`src/rtl/systolic_tile_scheduler.sv`:
```
// Tile walker for the systolic array: for every output tile (row, col) it loads and
// computes each reduction tile k, then drains the accumulated results.
module systolic_tile_scheduler #(
  parameter int M = 256,
  parameter int T = 16,
  localparam int NT = M / T,
  localparam int IW = (NT > 1) ? $clog2(NT) : 1,
  localparam int CW = $clog2(3 * T)
) (
  input  logic          clk,
  input  logic          rst,
  input  logic          start,
  input  logic          abort,
  output logic          busy,
  output logic          done,
  output logic [IW-1:0] tile_row,
  output logic [IW-1:0] tile_col,
  output logic [IW-1:0] tile_k,
  output logic          load_req,
  input  logic          load_ack,
  output logic          array_en,
  output logic          acc_clear,
  output logic          drain_req,
  input  logic          drain_ack,
  output logic [2*IW:0] tiles_done,
  output logic [2:0]    dbg_state
);

  // Handshakes: a req is raised from the state register and held steady until the
  // matching ack is seen high at a rising edge; that edge is the transfer. Acks are
  // don't-care whenever the corresponding req is low.

  typedef enum logic [2:0] {
    S_IDLE    = 3'd0,
    S_LOAD    = 3'd1,
    S_COMPUTE = 3'd2,
    S_DRAIN   = 3'd3,
    S_DONE    = 3'd4
  } state_t;

  localparam logic [IW-1:0] LAST_IDX = IW'(NT - 1);
  localparam logic [CW-1:0] LAST_CNT = CW'(3 * T - 3);

  state_t        r_state;
  state_t        w_next_state;
  logic [CW-1:0] r_cnt;
  logic [IW-1:0] r_row;
  logic [IW-1:0] r_col;
  logic [IW-1:0] r_k;
  logic [2*IW:0] r_tiles;
  logic          w_cnt_last;
  logic          w_row_last;
  logic          w_col_last;
  logic          w_k_last;

  assign w_cnt_last = (r_cnt == LAST_CNT);
  assign w_row_last = (r_row == LAST_IDX);
  assign w_col_last = (r_col == LAST_IDX);
  assign w_k_last   = (r_k == LAST_IDX);

  always_ff @(posedge clk or negedge rst) begin
    if (!rst) r_state <= S_IDLE;
    else      r_state <= w_next_state;
  end

  always_comb begin
    w_next_state = r_state;
    if (abort) begin
      w_next_state = S_IDLE;
    end else begin
      unique case (r_state)
        S_IDLE:    if (start) w_next_state = S_LOAD;
        S_LOAD:    if (load_ack) w_next_state = S_COMPUTE;
        S_COMPUTE: if (w_cnt_last) w_next_state = w_k_last ? S_DRAIN : S_LOAD;
        S_DRAIN:   if (drain_ack) w_next_state = (w_col_last && w_row_last) ? S_DONE : S_LOAD;
        S_DONE:    w_next_state = S_IDLE;
        default:   w_next_state = S_IDLE;
      endcase
    end
  end

  // Index and counter updates; abort freezes everything so software can inspect progress.
  always_ff @(posedge clk or negedge rst) begin
    if (!rst) begin
      r_cnt   <= '0;
      r_row   <= '0;
      r_col   <= '0;
      r_k     <= '0;
      r_tiles <= '0;
    end else if (!abort) begin
      unique case (r_state)
        S_IDLE: begin
          if (start) begin
            r_row   <= '0;
            r_col   <= '0;
            r_k     <= '0;
            r_tiles <= '0;
          end
        end
        S_LOAD: r_cnt <= '0;
        S_COMPUTE: begin
          if (w_cnt_last) begin
            r_cnt <= '0;
            if (!w_k_last) r_k <= r_k + 1'b1;
          end else begin
            r_cnt <= r_cnt + 1'b1;
          end
        end
        S_DRAIN: begin
          if (drain_ack) begin
            r_tiles <= r_tiles + 1'b1;
            r_k     <= '0;
            if (!w_col_last) begin
              r_col <= r_col + 1'b1;
            end else begin
              r_col <= '0;
              if (!w_row_last) r_row <= r_row + 1'b1;
            end
          end
        end
        default: ;
      endcase
    end
  end

  // Moore decode of registered state keeps every output edge-aligned.
  always_comb begin
    busy      = 1'b0;
    done      = 1'b0;
    load_req  = 1'b0;
    array_en  = 1'b0;
    acc_clear = 1'b0;
    drain_req = 1'b0;
    unique case (r_state)
      S_LOAD: begin
        busy     = 1'b1;
        load_req = 1'b1;
      end
      S_COMPUTE: begin
        busy      = 1'b1;
        array_en  = 1'b1;
        acc_clear = (r_cnt == '0) && (r_k == '0);
      end
      S_DRAIN: begin
        busy      = 1'b1;
        drain_req = 1'b1;
      end
      S_DONE:  done = 1'b1;
      default: ;
    endcase
  end

  assign tile_row   = r_row;
  assign tile_col   = r_col;
  assign tile_k     = r_k;
  assign tiles_done = r_tiles;
  assign dbg_state  = r_state;

endmodule
```
`config.mk`:
```
export PLATFORM = sky130hd
export DESIGN_NAME = systolic_tile_scheduler
export DESIGN_NICKNAME = d
export VERILOG_FILES = /design/src/rtl/systolic_tile_scheduler.sv
export SDC_FILE = /design/constraint.sdc
export NUM_CORES = 1
export LEC_CHECK = 0
export ABC_AREA = 1
export ABC_CLOCK_PERIOD_IN_PS = 1600
export CAP_MARGIN = 10
export CORE_UTILIZATION = 25
export DETAILED_ROUTE_END_ITERATION = 8
export DONT_BUFFER_PORTS = 1
export MAX_ROUTING_LAYER = met4
export SLEW_MARGIN = 40
export SYNTH_ARGS = -nofsm -noshare
export SYNTH_HDL_FRONTEND = slang
export SYNTH_SLANG_ARGS = --single-unit
```
`constraint.sdc`:
```
create_clock -name clk -period 1.6 [get_ports clk]
set_clock_uncertainty 0.05 [all_clocks]
set_input_delay 0.32 -clock clk [delete_from_list [all_inputs] [get_ports clk]]
set_output_delay 0.32 -clock clk [all_outputs]
set_load 0.01 [all_outputs]
```
==> results by group, run 1 <==
Run status
  • Status: finished with violations
  • Violated checks: setup timing

STA
  • Final Hold Violating Endpoints: 0
  • Final setup TNS: -0.343 ns
  • WHS: 0.321 ns
  • Final Slew Violations: 0
  • Worst setup margin: -0.0696 ns
  • Number of setup violations in the final report: 13
  • Fmax achieved: 599 MHz
  • RSZ-0062 raised after global routing: yes
  • Slew headroom: 75.3%
  • Slew @ Worst Pin: 0.368 ns
  • Min Clock Period, post-route: 1.67 ns
  • Tcrit/Tclk final: 104%

Place
  • Placed Instance Area: 2310 um^2
  • GPL Wtd Cong: 0.819
  • Placed wire-length estimate: 4.01 mm
  • # port buffers: 0
  • Place WS: 0.0358 ns

Flow run
  • Max-cap violation count: 0

Global routing
  • Initial antenna violation count: 0
  • Global-route wire length before repair: 9.49 mm
  • Remaining global-route overflow: 0
  • Vias in the first global route: 2,005
  • Tot GR Track Use: 14.8%
  • Largest net degree at the start of global routing: 31

Finish
  • Most common library cell in the layout ignoring fill and taps: nand2_1
  • Nets: 345
  • Final core occ: 35.5%
  • Number of fill cells: 829
  • Area Growth Syn to Fin: 37.3%
  • Commonest non-fill, non-tap cells in the layout: 81 x nand2_1, 34 x buf_4, 32 x nand3_1
  • Share of cells above drive strength 1: 26.6%
  • Diode count: 0
  • Final instance area: 2730 um^2

Power and ir drop
  • Clk network pwr share: 23.6%
  • Flop pwr share: 27.5%
  • LEAKAGE: 1.39 nW
  • Max rail drop VDD: 0.470 mV
  • Combinational power share: 48.9%
  • Pwr dens: 1230 nW/um^2
  • Pint: 2.07 mW
  • Sw power: 1.29 mW
  • Sw Share: 38.3%

Yosys
  • Mapped Area: 1990 um^2
  • Syn_area_per_cell: 7.00 um^2
  • Ys flop type: dfrtp_1
  • Number of synthesized flops with an enable pin: 0
  • #FFs+latches synth: 30
  • Synth Net Count: 298
  • Sequential-to-total area share from yosys stat: 37.8%
  • Syn Inst Count: 284
  • Yosys cell types: 28
  • Async SR Flop Fraction: 100%
  • Ys Warns: 0

Die
  • Initial Util: 25.8%
  • Std cell rows: 32
  • Core Area: 7690 um^2
  • I/O pins: 36
  • Die X: 91.2 um
  • Die Y: 91.2 um
  • Die area: 8310 um^2

Worst setup path
  • Startpoint type of the worst setup path: flop
  • Crit end category: output pin
  • Crit path max fanout: 7
  • Critical path type: reg2out
  • Crit path cell chain: inv_1 -> nand3_4 -> nor3_2 -> buf_4
  • Slowest stage delay, CP: 0.46 ns
  • Required time of the critical path: 1.23 ns
  • Arrival time at the worst endpoint: 1.30 ns
  • WP buf/inv: 2
  • Worst path slowest cell: dfrtp_2
  • Cell family with most CP delay: flip-flops

Clock network
  • CTS Sinks: 30
  • Clock Tree Buf Depth: 2
  • CTS Buf Count: 5
  • Clock Latency Late Sink: 0.28 ns
  • H-tree depth: 2
  • CTS tree: done
  • CTS Root Buffer Type: clkbuf_8
  • Clk slew on worst S/H paths: 0.07 ns

Detailed routing
  • DR vias/cell: 4.53
  • Via Count: 1,960
  • DRT Wirelength: 5.63 mm
  • Residual DRC count: 0
  • WL per Instance: 13.0 um
  • Iteration-0 DRC Markers: 91
  • Drt first pass iters: 4
  • Antenna Nets Post-Route: 0

Hold path
  • Hold Crit Class: in2reg
-- through the flow --
stage,std cells,total power [mW]
2_1_floorplan,284,1.68
4_1_cts,427,3.11
6_report,433,3.37
3_3_place_gp,411,2.08
5_1_grt,433,3.59
3_5_place_dp,411,2.10
-- Yosys cell counts (2+ instances only) --
| cell type | n | share of area [%] |
|---|---|---|
| a21oi_1 | 3 | 0.76 |
| a21oi_2 | 2 | 0.88 |
| buf_4 | 3 | 1.1 |
| buf_6 | 2 | 1.1 |
| dfrtp_1 | 30 | 38 |
| ha_1 | 8 | 5.0 |
| inv_1 | 33 | 6.2 |
| inv_2 | 2 | 0.38 |
| nand2_1 | 85 | 16 |
| nand2_2 | 2 | 0.63 |
| nand3_1 | 37 | 9.3 |
| nand4_1 | 8 | 2.5 |
| nor2_1 | 30 | 5.7 |
| nor2_2 | 2 | 0.63 |
| nor3_1 | 4 | 1.0 |
| o21ai_0 | 12 | 3.0 |
| o21ai_1 | 5 | 1.3 |
| xor2_1 | 6 | 2.6 |
-- layer usage --
metal	GRT usage [%]	up-vias	routed length, um
li1	-	999	-
met2	23.7	41	2670
met4	6.08	0	122
met5	-	-	0
met3	3.77	9	283
met1	17.7	911	2560
-- registers in the layout, summed over array words and instances, names as in the netlist --
register	flops
r_cnt	6
tiles_done	9
tile_row	4
tile_k	4
tile_col	4
dbg_state	3
-- power groups by stage --
stage | Combinational [mW] | Clock, mW | Sequential [mW]
2_1_floorplan | 0.725 | 0 | 0.956
3_3_place_gp | 1.12 | 0 | 0.957
3_5_place_dp | 1.14 | 0 | 0.961
4_1_cts | 1.37 | 0.814 | 0.927
5_1_grt | 1.80 | 0.850 | 0.935
6_report | 1.64 | 0.795 | 0.926
-- worst register-to-register path, cell delays in order, from the launching register on --
cell and delay [ns]:
dfrtp_2 0.46, buf_4 0.17, nor2_4 0.17, nand2_2 0.07, nand2_1 0.09, nand2_2 0.07, nor2_4 0.21, buf_6 0.15
nand2_1 0.05, o21ai_1 0.12
-- cells by family (layout without fill, tap and decap cells) --
group,count (synthesis),count (layout),share of synthesized area [%]
AOI/OAI and AO/OA,24,24,6.68
xor gates and xnor gates,7,7,3.09
adders and majority gates,8,8,5.04
buffers and inverters,42,89,9.32
DFF,30,30,37.8
and+or+nand+nor,173,173,38.1
-- worst paths after layout --
path / slack, ns / cells after the start / to / start
hold reg to reg: 0.45 / 2 / r_cnt[5]$_DFFE_PN0P_ / r_cnt[5]$_DFFE_PN0P_
min in group asynchronous: 0.46 / 2 / r_cnt[0]$_DFFE_PN0P_ / rst
hold / removal: 0.32 / 4 / dbg_state[1]$_DFFE_PN0P_ / load_ack
setup / recovery: -0.07 / 4 / acc_clear / dbg_state[0]$_DFFE_PN0P_
max in group asynchronous: 0.85 / 2 / dbg_state[1]$_DFFE_PN0P_ / rst
setup reg to reg: -0.06 / 9 / tiles_done[0]$_DFFE_PN0P_ / dbg_state[0]$_DFFE_PN0P_
-- repair_timing --
item | CTS | global route
hold buffers | 2 | 0
pin swaps | 3 | 14
setup buffers | 7 | 6
gates cloned | 0 | 1
hold endpoints to repair | 30 | 0
resized for setup | 12 | 36
endpoints found under the setup margin | 4 | 33
-- cell type report --
| type | count | area (um^2) | area share [%] |
|---|---|---|---|
| clock buffers | 6 | 82.6 | 3.03 |
| clock inverters | 1 | 30.0 | 1.10 |
| inverters | 36 | 143 | 5.23 |
| multi-input cells | 212 | 1190 | 43.5 |
| flip-flops and latches | 30 | 754 | 27.6 |
| well taps | 102 | 128 | 4.68 |
| repair buffers | 46 | 404 | 14.8 |
No activity file was read; power rests on OpenSTA's default activity.
==> run 2, diff against run 1 <==
--- a/config.mk
+++ b/config.mk
@@ -9,9 +9,11 @@
 export ABC_CLOCK_PERIOD_IN_PS = 1600
 export CAP_MARGIN = 10
 export CORE_UTILIZATION = 25
+export CTS_BUF_LIST = sky130_fd_sc_hd__clkbuf_4
 export DETAILED_ROUTE_END_ITERATION = 8
 export DONT_BUFFER_PORTS = 1
 export MAX_ROUTING_LAYER = met4
+export REMOVE_ABC_BUFFERS = 1
 export SLEW_MARGIN = 40
 export SYNTH_ARGS = -nofsm -noshare
 export SYNTH_HDL_FRONTEND = slang
==> results by group, run 2 (synthesis gave the netlist of run 1 again) <==
Power and ir drop
  • Flop pwr share: 26.4% (-1.1 points)
  • Combinational power share: 51.0% (+2.1 points)
  • Sw power: 1.40 mW (+8.7%)
  • Clk network pwr share: 22.7% (-0.9 points)
  • Total power: 3.52 mW (+4.7%)
  • Pint: 2.12 mW (+2.3%)
  • Pwr dens: 1240 nW/um^2 (+0.52%)
  • Max rail drop VDD: 0.430 mV (-8.6%)
  • LEAKAGE: 1.42 nW (+2.1%)
  • Sw Share: 39.8% (+1.4 points)

Finish
  • Diode count: 0 (unchanged)
  • Final instance area: 2840 um^2 (+4.2%)
  • Number of fill cells: 799 (-3.6%)
  • Share of cells above drive strength 1: 31.4% (+4.8 points)
  • Register area: 756 um^2 (+0.17%)
  • Nets: 344 (-0.29%)
  • Multi-input gate area: 1290 um^2 (+8.6%)
  • Commonest non-fill, non-tap cells in the layout: 77 x nand2_1, 27 x nor2_1, 27 x nand3_1
  • Area Growth Syn to Fin: 43.1%
  • Max reg flops: 9 (unchanged)
  • Most common library cell in the layout ignoring fill and taps: nand2_1

Place
  • Placed wire-length estimate: 3.79 mm (-5.5%)
  • Placed Instance Area: 2260 um^2 (-2.3%)
  • GPL Wtd Cong: 0.876 (+6.9%)
  • # port buffers: 0 (unchanged)

Run status
  • Violated checks: setup timing
  • Status: finished with violations

Global routing
  • Global-route wire length before repair: 9.15 mm (-3.6%)
  • Tot GR Track Use: 14.4% (-0.37 points)
  • GR Layer Usage met1: 17.3% (-0.31 points)
  • Largest net degree at the start of global routing: 31 (unchanged)
  • Vias in the first global route: 1,919 (-4.3%)
  • Remaining global-route overflow: 0 (unchanged)
  • Global-route met2 utilization: 23.3% (-0.38 points)
  • Most used routing layer: met2
  • Grt met3 use: 4.69% (+0.92 points)
  • Initial antenna violation count: 0 (unchanged)

Clock network
  • Clock Tree Buf Depth: 2 (unchanged)
  • CTS Buf Count: 5 (unchanged)
  • CTS tree: done
  • Clock Latency Late Sink: 0.35 ns (+0.07 ns)
  • CTS Sinks: 30 (unchanged)
  • CTS Root Buffer Type: clkbuf_4
  • H-tree depth: 2 (unchanged)
  • Clk slew on worst S/H paths: 0.12 ns (+0.05 ns)

Flow run
  • Max-cap violation count: 0 (unchanged)

Die
  • Die area: 8310 um^2 (unchanged)
  • I/O pins: 36 (unchanged)
  • Die X: 91.2 um (unchanged)
  • Std cell rows: 32 (unchanged)
  • Initial Util: 25.8% (unchanged)
  • Core Area: 7690 um^2 (unchanged)
  • Die Y: 91.2 um (unchanged)

Worst setup path
  • Crit path max fanout: 6 (-1)
  • Crit end category: output pin
  • Arrival time at the worst endpoint: 1.40 ns (+0.10 ns)
  • Reg2reg setup slack: -0.14 ns (-0.08 ns)
  • Required time of the critical path: 1.23 ns (about the same)
  • Critical path type: reg2out
  • Startpoint type of the worst setup path: flop

STA
  • Final setup TNS: -1.77 ns (-1.43 ns)
  • Slew headroom: 75.0% (-0.25 points)
  • Worst setup margin: -0.168 ns (-0.0988 ns)
  • Tcrit/Tclk final: 111% (+6.2 points)
  • Final Slew Violations: 0 (unchanged)
  • Min Clock Period, post-route: 1.77 ns (+0.0988 ns)
  • WHS: 0.219 ns (-0.101 ns)
  • Slew @ Worst Pin: 0.373 ns (+0.00428 ns)
  • Number of setup violations in the final report: 20 (+7)
  • Final Hold Violating Endpoints: 0 (unchanged)
  • RSZ-0062 raised after global routing: yes
  • Fmax achieved: 565 MHz (-5.6%)

Detailed routing
  • DR vias/cell: 4.61 (+1.9%)
  • Via Count: 1,997 (+1.9%)
  • Residual DRC count: 0 (unchanged)
  • DRT Wirelength: 5.72 mm (+1.5%)
  • Drt first pass iters: 4 (unchanged)
  • Iteration-0 DRC Markers: 118 (+30%)
  • WL per Instance: 13.2 um (+1.5%)
  • Antenna Nets Post-Route: 0 (unchanged)

Hold path
  • Hold Crit Class: in2reg
run 2: changes by cell type in the layout (fill, tap and decap cells not counted), moves of 2 or more:
cell      before  now
nand3_2        5    7
buf_4         34   25
nand2_1       81   77
inv_2          3    6
nand3_4        1    4
nand2_4        0    4
clkbuf_8       6    0
nand3_1       32   27
a21oi_1        2    0
buf_6          7   16
inv_1         30   26
clkbuf_4       0    5
run 2: power groups by stage:
stage	combinational, mW	sequential, mW	clock, mW
floorplan	0.615	0.989	0
global placement	1.05	0.957	0
detailed placement	1.06	0.959	0
CTS	1.47	0.915	0.813
global route	1.96	0.938	0.852
finish	1.80	0.929	0.798
run 2: worst paths after layout:
path / cells after the start / endpoint / from
min reg2reg: 2 / r_cnt[5]$_DFFE_PN0P_ / r_cnt[5]$_DFFE_PN0P_
min: 4 / dbg_state[1]$_DFFE_PN0P_ / load_ack
max reg2reg: 10 / tiles_done[2]$_DFFE_PN0P_ / dbg_state[1]$_DFFE_PN0P_
max in group asynchronous: 2 / dbg_state[0]$_DFFE_PN0P_ / rst
max: 4 / busy / dbg_state[1]$_DFFE_PN0P_
min in group asynchronous: 2 / tile_k[3]$_DFFE_PN0P_ / rst
run 2: area by class of cell:
class                   count  area share [%]
clock buffers               5            1.32
clock inverters             3            2.24
inverters                  36            5.11
multi-input cells         212            45.4
flip-flops and latches     30            26.6
well taps                 102            4.49
repair buffers             45            14.9
run 2: what timing repair did:
action	4_1_cts	5_1_grt
hold buffers	2	0
cloned	1	1
resized for setup	33	49
pin swaps	8	24
setup endpoints to repair	10	31
setup buffers	11	6
hold endpoints to repair	30	0
run 2: layer usage:
layer / routed length, um / vias to the layer above
met4: 31 / 0
li1: - / 1008
met2: 2890 / 47
met1: 2430 / 937
met3: 371 / 5
met5: 0 / -
run 2: metrics by stage:
stage               instances  setup WS (ns)  util (%)
floorplan                 278         -0.191         -
global placement          404         0.0510      29.4
detailed placement        404       -0.00316      29.4
CTS                       426         -0.112      33.7
global route              433         -0.225      37.0
finish                    433         -0.168      37.0
run 2: worst max-delay path, stage by stage, from the launching register on:
cell and delay, ns:
dfrtp_2 0.51, buf_6 0.15, nor2_4 0.20, buf_6 0.14
nor2_2 0.04
